--- config.mk ---
export PLATFORM = sky130hd
export DESIGN_NAME = piso_serializer
export DESIGN_NICKNAME = d
export VERILOG_FILES = /design/src/rtl/piso_serializer.sv
export SDC_FILE = /design/constraint.sdc
export NUM_CORES = 1
export LEC_CHECK = 0
export BUFFER_PORTS_ARGS = -buffer_cell sky130_fd_sc_hd__buf_2
export CAP_MARGIN = 20
export CELL_PAD_IN_SITES_DETAIL_PLACEMENT = 1
export CELL_PAD_IN_SITES_GLOBAL_PLACEMENT = 2
export CORE_UTILIZATION = 34
export CTS_BUF_LIST = sky130_fd_sc_hd__clkbuf_2 sky130_fd_sc_hd__clkbuf_4 sky130_fd_sc_hd__clkbuf_8
export CTS_CLUSTER_SIZE = 12
export DETAILED_ROUTE_END_ITERATION = 7
export GPL_TIMING_DRIVEN = 0
export PLACE_DENSITY = 0.81
export RECOVER_POWER = 25
export SLEW_MARGIN = 20
export SYNTH_ARGS = -nofsm -noshare
export SYNTH_HDL_FRONTEND = slang
export SYNTH_SLANG_ARGS = --single-unit
--- constraint.sdc ---
create_clock -name clk -period 2.1 [get_ports clk]
set_input_delay 0.42 -clock clk [delete_from_list [all_inputs] [get_ports clk]]
set_output_delay 0.42 -clock clk [all_outputs]
set_load 0.1 [all_outputs]
--- src/rtl/piso_serializer.sv ---
// piso_serializer
//   Parallel-in / serial-out front end. Accepts WIDTH-bit words over a
//   valid/ready handshake and shifts them out one bit per clock on dout,
//   with no idle bubble between back-to-back words.
//
// Parameters
//   WIDTH     word width in bits (>= 2)
//   MSB_FIRST 1: bit WIDTH-1 leaves first, 0: bit 0 leaves first
//   IDLE_BIT  level driven on dout while no word is being shifted
//
// Ports
//   clk          rising-edge clock
//   rst          asynchronous, active-low reset
//   in_data      parallel word to serialize
//   in_valid     in_data holds a valid word
//   in_ready     word accepted this cycle (combinational from state/counter)
//   dout         serial bit stream
//   dout_valid   dout carries a data bit
//   frame_start  dout is the first bit of a word
//   frame_end    dout is the last bit of a word
//   busy         a word is being shifted (same as dout_valid)
module piso_serializer #(
   parameter int WIDTH     = 8,
   parameter bit MSB_FIRST = 1'b1,
   parameter bit IDLE_BIT  = 1'b0
) (
   input  logic             clk,
   input  logic             rst,
   input  logic [WIDTH-1:0] in_data,
   input  logic             in_valid,
   output logic             in_ready,
   output logic             dout,
   output logic             dout_valid,
   output logic             frame_start,
   output logic             frame_end,
   output logic             busy
);

   localparam int CW = (WIDTH > 1) ? $clog2(WIDTH) : 1;
   localparam logic [CW-1:0] LAST = CW'(WIDTH - 1);

   typedef enum logic {S_IDLE, S_SHIFT} state_t;

   state_t           state_q, state_d;
   logic [CW-1:0]    cnt_q, cnt_d;
   logic [WIDTH-1:0] shreg_q, shreg_d;
   logic             dout_q, dout_d;
   logic             vld_q, vld_d;
   logic             fs_q, fs_d;
   logic             fe_q, fe_d;
   logic             take;

   // Bit that leaves first from a word held in the shift register.
   function automatic logic head_bit(input logic [WIDTH-1:0] w);
      return MSB_FIRST ? w[WIDTH-1] : w[0];
   endfunction

   // Drop the bit just placed on dout so the next one sits at the head.
   function automatic logic [WIDTH-1:0] advance(input logic [WIDTH-1:0] w);
      return MSB_FIRST ? (w << 1) : (w >> 1);
   endfunction

   // Ready while idle, and on the last bit of a frame so the next word
   // follows with no gap. Forced low while reset is held.
   assign in_ready = rst & ((state_q == S_IDLE) | (cnt_q == LAST));
   assign take     = in_valid & in_ready;

   always_comb begin
      state_d = state_q;
      cnt_d   = cnt_q;
      shreg_d = shreg_q;
      dout_d  = IDLE_BIT;
      vld_d   = 1'b0;
      fs_d    = 1'b0;
      fe_d    = 1'b0;

      if (state_q == S_SHIFT && cnt_q != LAST) begin
         state_d = S_SHIFT;
         cnt_d   = cnt_q + CW'(1);
         dout_d  = head_bit(shreg_q);
         shreg_d = advance(shreg_q);
         vld_d   = 1'b1;
         fe_d    = (cnt_q + CW'(1)) == LAST;
      end else if (take) begin
         // Load from IDLE or directly after the last bit of a frame:
         // first bit goes straight to dout, the rest waits in shreg.
         state_d = S_SHIFT;
         cnt_d   = '0;
         dout_d  = head_bit(in_data);
         shreg_d = advance(in_data);
         vld_d   = 1'b1;
         fs_d    = 1'b1;
      end else begin
         state_d = S_IDLE;
         cnt_d   = '0;
      end
   end

   always_ff @(posedge clk or negedge rst) begin
      if (!rst) begin
         state_q <= S_IDLE;
         cnt_q   <= '0;
         shreg_q <= '0;
         dout_q  <= IDLE_BIT;
         vld_q   <= 1'b0;
         fs_q    <= 1'b0;
         fe_q    <= 1'b0;
      end else begin
         state_q <= state_d;
         cnt_q   <= cnt_d;
         shreg_q <= shreg_d;
         dout_q  <= dout_d;
         vld_q   <= vld_d;
         fs_q    <= fs_d;
         fe_q    <= fe_d;
      end
   end

   assign dout        = dout_q;
   assign dout_valid  = vld_q;
   assign frame_start = fs_q;
   assign frame_end   = fe_q;
   assign busy        = vld_q;

endmodule

; ---- After elaboration in Yosys (flattened, before gate mapping)
; Index checks and enable logic that the tools add are counted.
[totals]
register_bits = 15
output_inout_bits = 6
in_bits = 11
word_cells = 25
[classes]
eq_ne = 3
n_reduce_logical = 2
bitwise = 4
n_mux = 9
n_addsub = 1
[ops]
columns = cell, count
row1 = 2-to-1 mux 8 bit, 2
row2 = "equality test 3 bit, second input constant", 2
row3 = 2-to-1 mux 1 bit, 6
row4 = "adder 3 x 1 -> 3 bit, second input constant", 1
row5 = 2-to-1 mux 3 bit, 1
row6 = "!= test 3 bit, second input constant", 1
row7 = bitwise AND 1 bit, 2
row8 = nonzero test 2 bit, 1
row9 = logical AND 1 bit, 1
row10 = inverter 1 bit, 1
row11 = OR 1 bit, 1

; ---- Longest topological paths before layout
; Gate-level depths: netlist (run 1).
[logic_depth]
depth_word = 6
depth_mapped = 6
depth_no_buf = 4

; ---- Worst setup path before layout (run 1)
; OpenSTA, ideal clock, no wires.
[synth_path]
path_type = register to output
from = register busy (netlist name)
to = output port in_ready
path_slack_ns = -0.244
required_time_ns = 1.680
stages_incl_launch_ff = 4
arrival_time_ns = 1.924
cell_sequence = dfrtp_1 -> nand2b_1 -> buf_2 -> and2_1
[synth_rtl]
columns = item, line
row1 = to (decl), 31  ; output logic in_ready,

; ---- Final worst setup path (run 1)
[layout_path]
from = register cnt_q[0]
to = output port in_ready
[layout_between]
elab_chain_len = 3
[layout_rtl]
columns = item, line
row1 = from (decl), 45  ; logic [CW-1:0] cnt_q, cnt_d;
row2 = from (signal assigned), 110  ; cnt_q <= cnt_d;
row3 = equality test 3 bit, 65  ; assign in_ready = rst & ((state_q == S_IDLE) | (cnt_q == LAST));
row4 = OR 1 bit, 65
row5 = bitwise AND 1 bit, 65
; Every way passes these cells.

==> qor.txt, run 1 <==
Syn nets - 79
Slowest stage cell on the critical path - dfrtp_1
Minimum clock period - 2.02 ns
Yosys warns - 0
First-pass GRT wire length - 2590 um
Worst-case reg-to-reg path depth - 5
Post-Route WL - 1640 um
Clock power frac - 0.094
Area grow syn2layout - 28.5%
RSZ-0062 raised after global routing - false
Max Transition Viols Final - 0
Die ar. - 2290 um2
Multi-input logic area - 324 um2
CTS root buf - clkbuf_4
Synth Area per Inst - 11.0 um2
Post-Syn Area - 714 um2
Most numerous cell in the Yosys netlist - dfrtp_1
FF-to-FF setup slack - 0.66 ns
Nets - 103
Seq pwr share - 0.302
Row count - 16
Leakage power total - 0.430 nW
Die height - 47.8 um
I/O Buffers - 15
Slowest stage delay, CP - 0.39 ns
Crit share post-route - 0.963
Switching share of total power - 0.475
WP data required - 1.68 ns
Die width - 47.8 um
CP max FO - 2
Critical path, cell by cell - ha_2, ha_4, nand2b_4, buf_6, and2_4, buf_12
Max Cap Viol - 0
Status - completed
Clk buf depth - 2
Clk sinks - 14
Clk_lat worst skew - 0.27 ns
Drt via density - 5.04
Critical Path End Type - output port
Initial Util - 0.364
DRT antenna net count - 0
Layout fillers - 233
Logic pwr share - 0.604
Total gr overflow - 0
Post-Place Worst Slack - -0.0787 ns
Worst R2R Start - cnt_q[0]
Vias in the first global route - 581
WHS - 0.0366 ns
CTS Buf Count - 3
Via count - 574
Area leader, netlist - dfrtp_1
Worst slew pin tran - 0.487 ns
DRC - 0
Final hold vios - 0
Layout cell share with drive strength beyond 1 - 0.448
Crit path from - cnt_q[0]
Wirelength per Cell - 14.3 um
Crit Path Class - reg -> out
Setup violators final - 0
Core Box Area - 1960 um2
Max VDD drop - 0.772 mV
Initial antenna violation count - 0
Arrival @ worst endpoint - 1.60 ns
Skew final - 0.00711 ns
Final Power - 0.00156 W
Cells after Synth - 65
Reg-to-Reg End - dout
Psw - 0.000740 W
Synth unique cells - 20
GP Congestion - 0.736
DP Wirelength - 1040 um
Hold Buf Count CTS - 0
Synth async-reset ratio - 1.00
Slew margin rel. - 0.677
CTS tree - done
Number of diodes - 0
Int Pwr - 0.000817 W
Largest net degree at the start of global routing - 16
PnR worst setup slack - 0.0778 ns
CTS HTree Levels - 1
Clock transition at path regs - 0.08 ns
Power Density - 1700 nW/um2
Iteration-0 DRC count of the detailed router - 7
Synth cell count leaders - dfrtp_1 (14), nand3_1 (8), a21bo_2 (6), a31oi_1 (6), nor3b_1 (6)
Register area share after synthesis - 0.490
Number of synthesized flops with an enable pin - 0
I/O pin total - 17
Total GRT Usage - 0.164
Register area - 350 um2
Top cell type's share of synthesized area - 0.490
CP Launch Type - flip-flop
CP endpoint - in_ready
Top cells by area, synth - dfrtp_1 (49%), a21bo_2 (8.4%), nor3b_1 (6.3%), nand3_1 (5.6%), a31oi_1 (5.3%)
Yosys reg bits - 14
Synth Flop Type - dfrtp_1
Max frequency - 495 MHz
Worst hold path class - in -> async
First drt pass iteration count - 4
[power by group through the flow]
| stage | sequential, W | combinational (W) | clock [W] |
|---|---|---|---|
| final | 0.000470 | 0.000941 | 0.000146 |
| after detailed placement | 0.000468 | 0.000799 | 0 |
| after global placement | 0.000457 | 0.000787 | 0 |
| after global routing | 0.000488 | 0.00102 | 0.000165 |
| after floorplan | 0.000658 | 0.000457 | 0 |
| after CTS | 0.000471 | 0.000911 | 0.000151 |
[cell usage in the layout (no fill, tap or decap), drive strengths merged]
cell type / Yosys / final
buf: 7 / 26
dfrtp: 14 / 14
nand3: 8 / 8
a21bo: 7 / 7
nor3b: 6 / 6
a31oi: 6 / 6
nor2: 3 / 3
clkbuf: 0 / 3
ha: 3 / 3
nand2: 2 / 2
and2: 2 / 2
nand2b: 1 / 1
and2b: 1 / 1
nand3b: 1 / 1
o21ai: 1 / 1
inv: 1 / 1
and3: 1 / 1
a21oi: 1 / 1
[critical path: cells and delay by family (launching register included)]
family	cells	cell delay, ns
and+or+nand+nor	2	0.28
buffers and inverters	2	0.28
adders and majority gates	2	0.37
DFF	1	0.39
[cell type report]
class | count | share of cell area
flip-flops and latches | 14 | 0.381
multi-input cells | 43 | 0.353
repair buffers | 20 | 0.139
plain buffers | 6 | 0.0613
well taps | 27 | 0.0368
clock buffers | 3 | 0.0245
inverters | 1 | 0.00409
[sequential cells by signal (all words and copies together), names as in the netlist]
name and flops:
frame_start 1, busy 1, shreg_q 7, frame_end 1, dout 1, cnt_q 3
[logic make-up after synthesis]
logic type,after synthesis,synth area share
DFF,14,0.490
AOI/OAI and AO/OA,15,0.165
adders and majority gates,3,0.0525
buffers and inverters,8,0.0911
and+or+nand+nor,25,0.201
[how the worst min path moves through the flow]
stage          start         to  slack (ns)
3_3_place_gp     rst  frame_end        0.34
2_1_floorplan    rst       busy        0.12
4_1_cts          rst   cnt_q[2]        0.04
3_5_place_dp     rst   cnt_q[2]        0.34
5_1_grt          rst   cnt_q[2]        0.04
6_report         rst  frame_end        0.04
[layer usage]
metal,GRT usage,vias up,wire length [um],share of wire
met4,0.0333,0,8,0.0049
li1,-,271,-,-
met3,0.0566,2,57,0.035
met5,0,-,0,0
met2,0.259,14,786,0.48
met1,0.217,287,782,0.48
[per-stage QoR]
stage | cell area (um2) | utilization | cells | setup TNS [ns]
finish | 918 | 0.468 | 114 | 0
global route | 918 | 0.468 | 114 | 0
CTS | 910 | 0.464 | 113 | 0
detailed placement | 825 | 0.420 | 107 | -0.0787
global placement | 825 | 0.420 | 107 | -0.0418
floorplan | 716 | - | 65 | 0
[what timing repair did]
action / 4_1_cts / 5_1_grt
gates resized for setup: 10 / 1
buffers inserted: 4 / 1
pin swaps: 1 / 1
setup endpoints to repair: 1 / 1
cloned: 0 / 0
(Power assumes the default switching activity.)
==> run 2, diff against run 1 <==
Settings changed: BUFFER_PORTS_ARGS -buffer_cell sky130_fd_sc_hd__buf_2 to -buffer_cell sky130_fd_sc_hd__buf_4.
==> run 2 against run 1 <==
Compared with the run above: power grew 5.0%; count of clock-buffer cells in the layout is 1 higher; final cell count is 2.6% higher; via count is 1.9% higher; first-iteration DRC count is 14% lower; critical path depth did not move; critical path type unchanged; critical endpoint unchanged.
==> qor.txt, run 2 (synthesis gave the netlist of run 1 again) <==
Status - completed
CP Launch Type - flip-flop
Seq pwr share - 0.287 (-0.015)
Post-Route WL - 1740 um (+6.2%)
DRT antenna net count - 0 (unchanged)
CP max FO - 2 (unchanged)
DRC - 0 (unchanged)
I/O pin total - 17 (unchanged)
Final Instance Count excl. Fillers - 117 (+2.6%)
Max reg flops - 7 (unchanged)
Max VDD drop - 0.842 mV (+9.0%)
CTS root buf - clkbuf_4
Switching share of total power - 0.462 (-0.0134)
Worst hold path class - in -> reg
Worst slew pin tran - 0.660 ns (+0.173 ns)
Core Box Area - 1960 um2 (unchanged)
Slew margin rel. - 0.558 (-0.119)
Most frequent cells in the layout - buf_4 (22), dfrtp_1 (14), nand3_1 (8)
Clock transition at path regs - 0.08 ns (about the same)
WP data required - 1.68 ns (about the same)
Critical Path End Type - output port
Max frequency - 492 MHz (-0.49%)
Top Metal Used - met4
Setup violators final - 0 (unchanged)
Dpl cells - 107 (unchanged)
CTS Buf Count - 3 (unchanged)
Initial Util - 0.364 (unchanged)
Setup tns final - 0 ns (unchanged)
Area grow syn2layout - 37.3%
Clk sinks - 14 (unchanged)
Power Density - 1670 nW/um2 (-1.7%)
GP Congestion - 0.732 (-0.56%)
Die height - 47.8 um (unchanged)
WL met3 - 35 um (-39%)
CTS HTree Levels - 1 (unchanged)
Largest net degree at the start of global routing - 15 (-1)
Minimum clock period - 2.03 ns (+0.00988 ns)
Total GRT Usage - 0.176 (+0.0120)
Iteration-0 DRC count of the detailed router - 6 (-1)
Largest registers - shreg_q x7, cnt_q x3
Int Pwr - 0.000879 W (+7.7%)
Clock power frac - 0.119 (+0.025)
I/O Buffers - 15 (unchanged)
Logic pwr share - 0.593 (-0.011)
Clk_lat worst skew - 0.28 ns (about the same)
Final hold vios - 0 (unchanged)
Max Cap Viol - 0 (unchanged)
Vias in the first global route - 605 (+4.1%)
Wirelength per Cell - 14.8 um (+3.5%)
Number of diodes - 0 (unchanged)
Layout cell share with drive strength beyond 1 - 0.444 (-0.00383)
First drt pass iteration count - 3 (-1)
Drt via density - 5.00 (-0.70%)
RSZ-0062 raised after global routing - false
Largest Register - shreg_q
Max Transition Viols Final - 0 (unchanged)
Crit share post-route - 0.968 (+0.00471)
Leakage power total - 0.454 nW (+5.7%)
Skew final - 0.00440 ns (-0.00271 ns)
Die ar. - 2290 um2 (unchanged)
Arrival @ worst endpoint - 1.61 ns (about the same)
Initial antenna violation count - 0 (unchanged)
Total gr overflow - 0 (unchanged)
Clk buf depth - 2 (unchanged)
Psw - 0.000755 W (+2.0%)
Most common cell after layout, fill and taps aside - buf_4
DRT met1 WL - 779 um (-0.38%)
Nets - 105 (+1.9%)
Row count - 16 (unchanged)
Met2 wire len - 900 um (+15%)
DP Wirelength - 1120 um (+7.7%)
Crit Path Class - reg -> out
Die width - 47.8 um (unchanged)
First-pass GRT wire length - 2660 um (+2.9%)
Via count - 585 (+1.9%)
CTS tree - done
[run 2: changes by cell type in the layout (fill, tap and decap cells not counted), sizes merged]
cell	change
clkbuf	+2
dlygate4sd3	+1
[run 2: through the flow]
stage | total power [W] | hold WS (ns) | setup WS, ns | util | cell area, um2
6_report | 0.00163 | 0.408 | 0.0679 | 0.500 | 981
5_1_grt | 0.00174 | 0.416 | 0.0130 | 0.500 | 981
4_1_cts | 0.00162 | 0.397 | -0.0286 | 0.495 | 971
3_5_place_dp | 0.00130 | 0.285 | 0.0161 | 0.439 | 862
3_3_place_gp | 0.00128 | 0.284 | 0.00955 | 0.439 | 862
2_1_floorplan | 0.00111 | 0.124 | 0.0272 | - | 716
[run 2: per-layer routing]
metal,GRT usage,vias to the layer above
met5,0,-
met4,0.100,0
met3,0.0340,2
met2,0.268,12
met1,0.233,290
li1,-,281
[run 2: critical path, stage by stage (launching register included)]
cell      delay (ns)
dfrtp_1         0.41
ha_2            0.20
ha_4            0.15
buf_6           0.11
nand2b_4        0.13
and2_4          0.17
buf_12          0.16
[run 2: final timing paths]
path / startpoint / end / slack (ns) / depth (start not counted)
min reg2reg: shreg_q[7] / dout / 0.51 / 2
min in group asynchronous: rst / shreg_q[7] / 0.77 / 2
max reg2reg: cnt_q[0] / frame_end / 0.55 / 6
max: cnt_q[0] / in_ready / 0.07 / 6
min: in_data[0] / shreg_q[1] / 0.41 / 3
max in group asynchronous: rst / cnt_q[0] / 0.91 / 2
[run 2: layout make-up]
class	count	area [um2]
tap	27	33.8
inverter	1	3.75
fill	237	981
timing repair buffer	22	176
multi-input combinational	43	324
sequential	14	350
clock buffer	4	36.3
buffer	6	56.3
[run 2: what timing repair did]
action / CTS / global route
hold buffers: 1 / 0
buffers inserted: 4 / 2
endpoints found under the setup margin: 1 / 1
hold endpoints to repair: 14 / 0
resized for setup: 9 / 1
pin swaps: 1 / 1
[run 2: power by group through the flow]
| stage | sequential [W] | clock (W) | combinational (W) |
|---|---|---|---|
| final | 0.000470 | 0.000195 | 0.000970 |
| after global routing | 0.000485 | 0.000220 | 0.00103 |
| after CTS | 0.000465 | 0.000207 | 0.000947 |
| after detailed placement | 0.000469 | 0 | 0.000834 |
| after global placement | 0.000460 | 0 | 0.000821 |
| after floorplan | 0.000658 | 0 | 0.000457 |
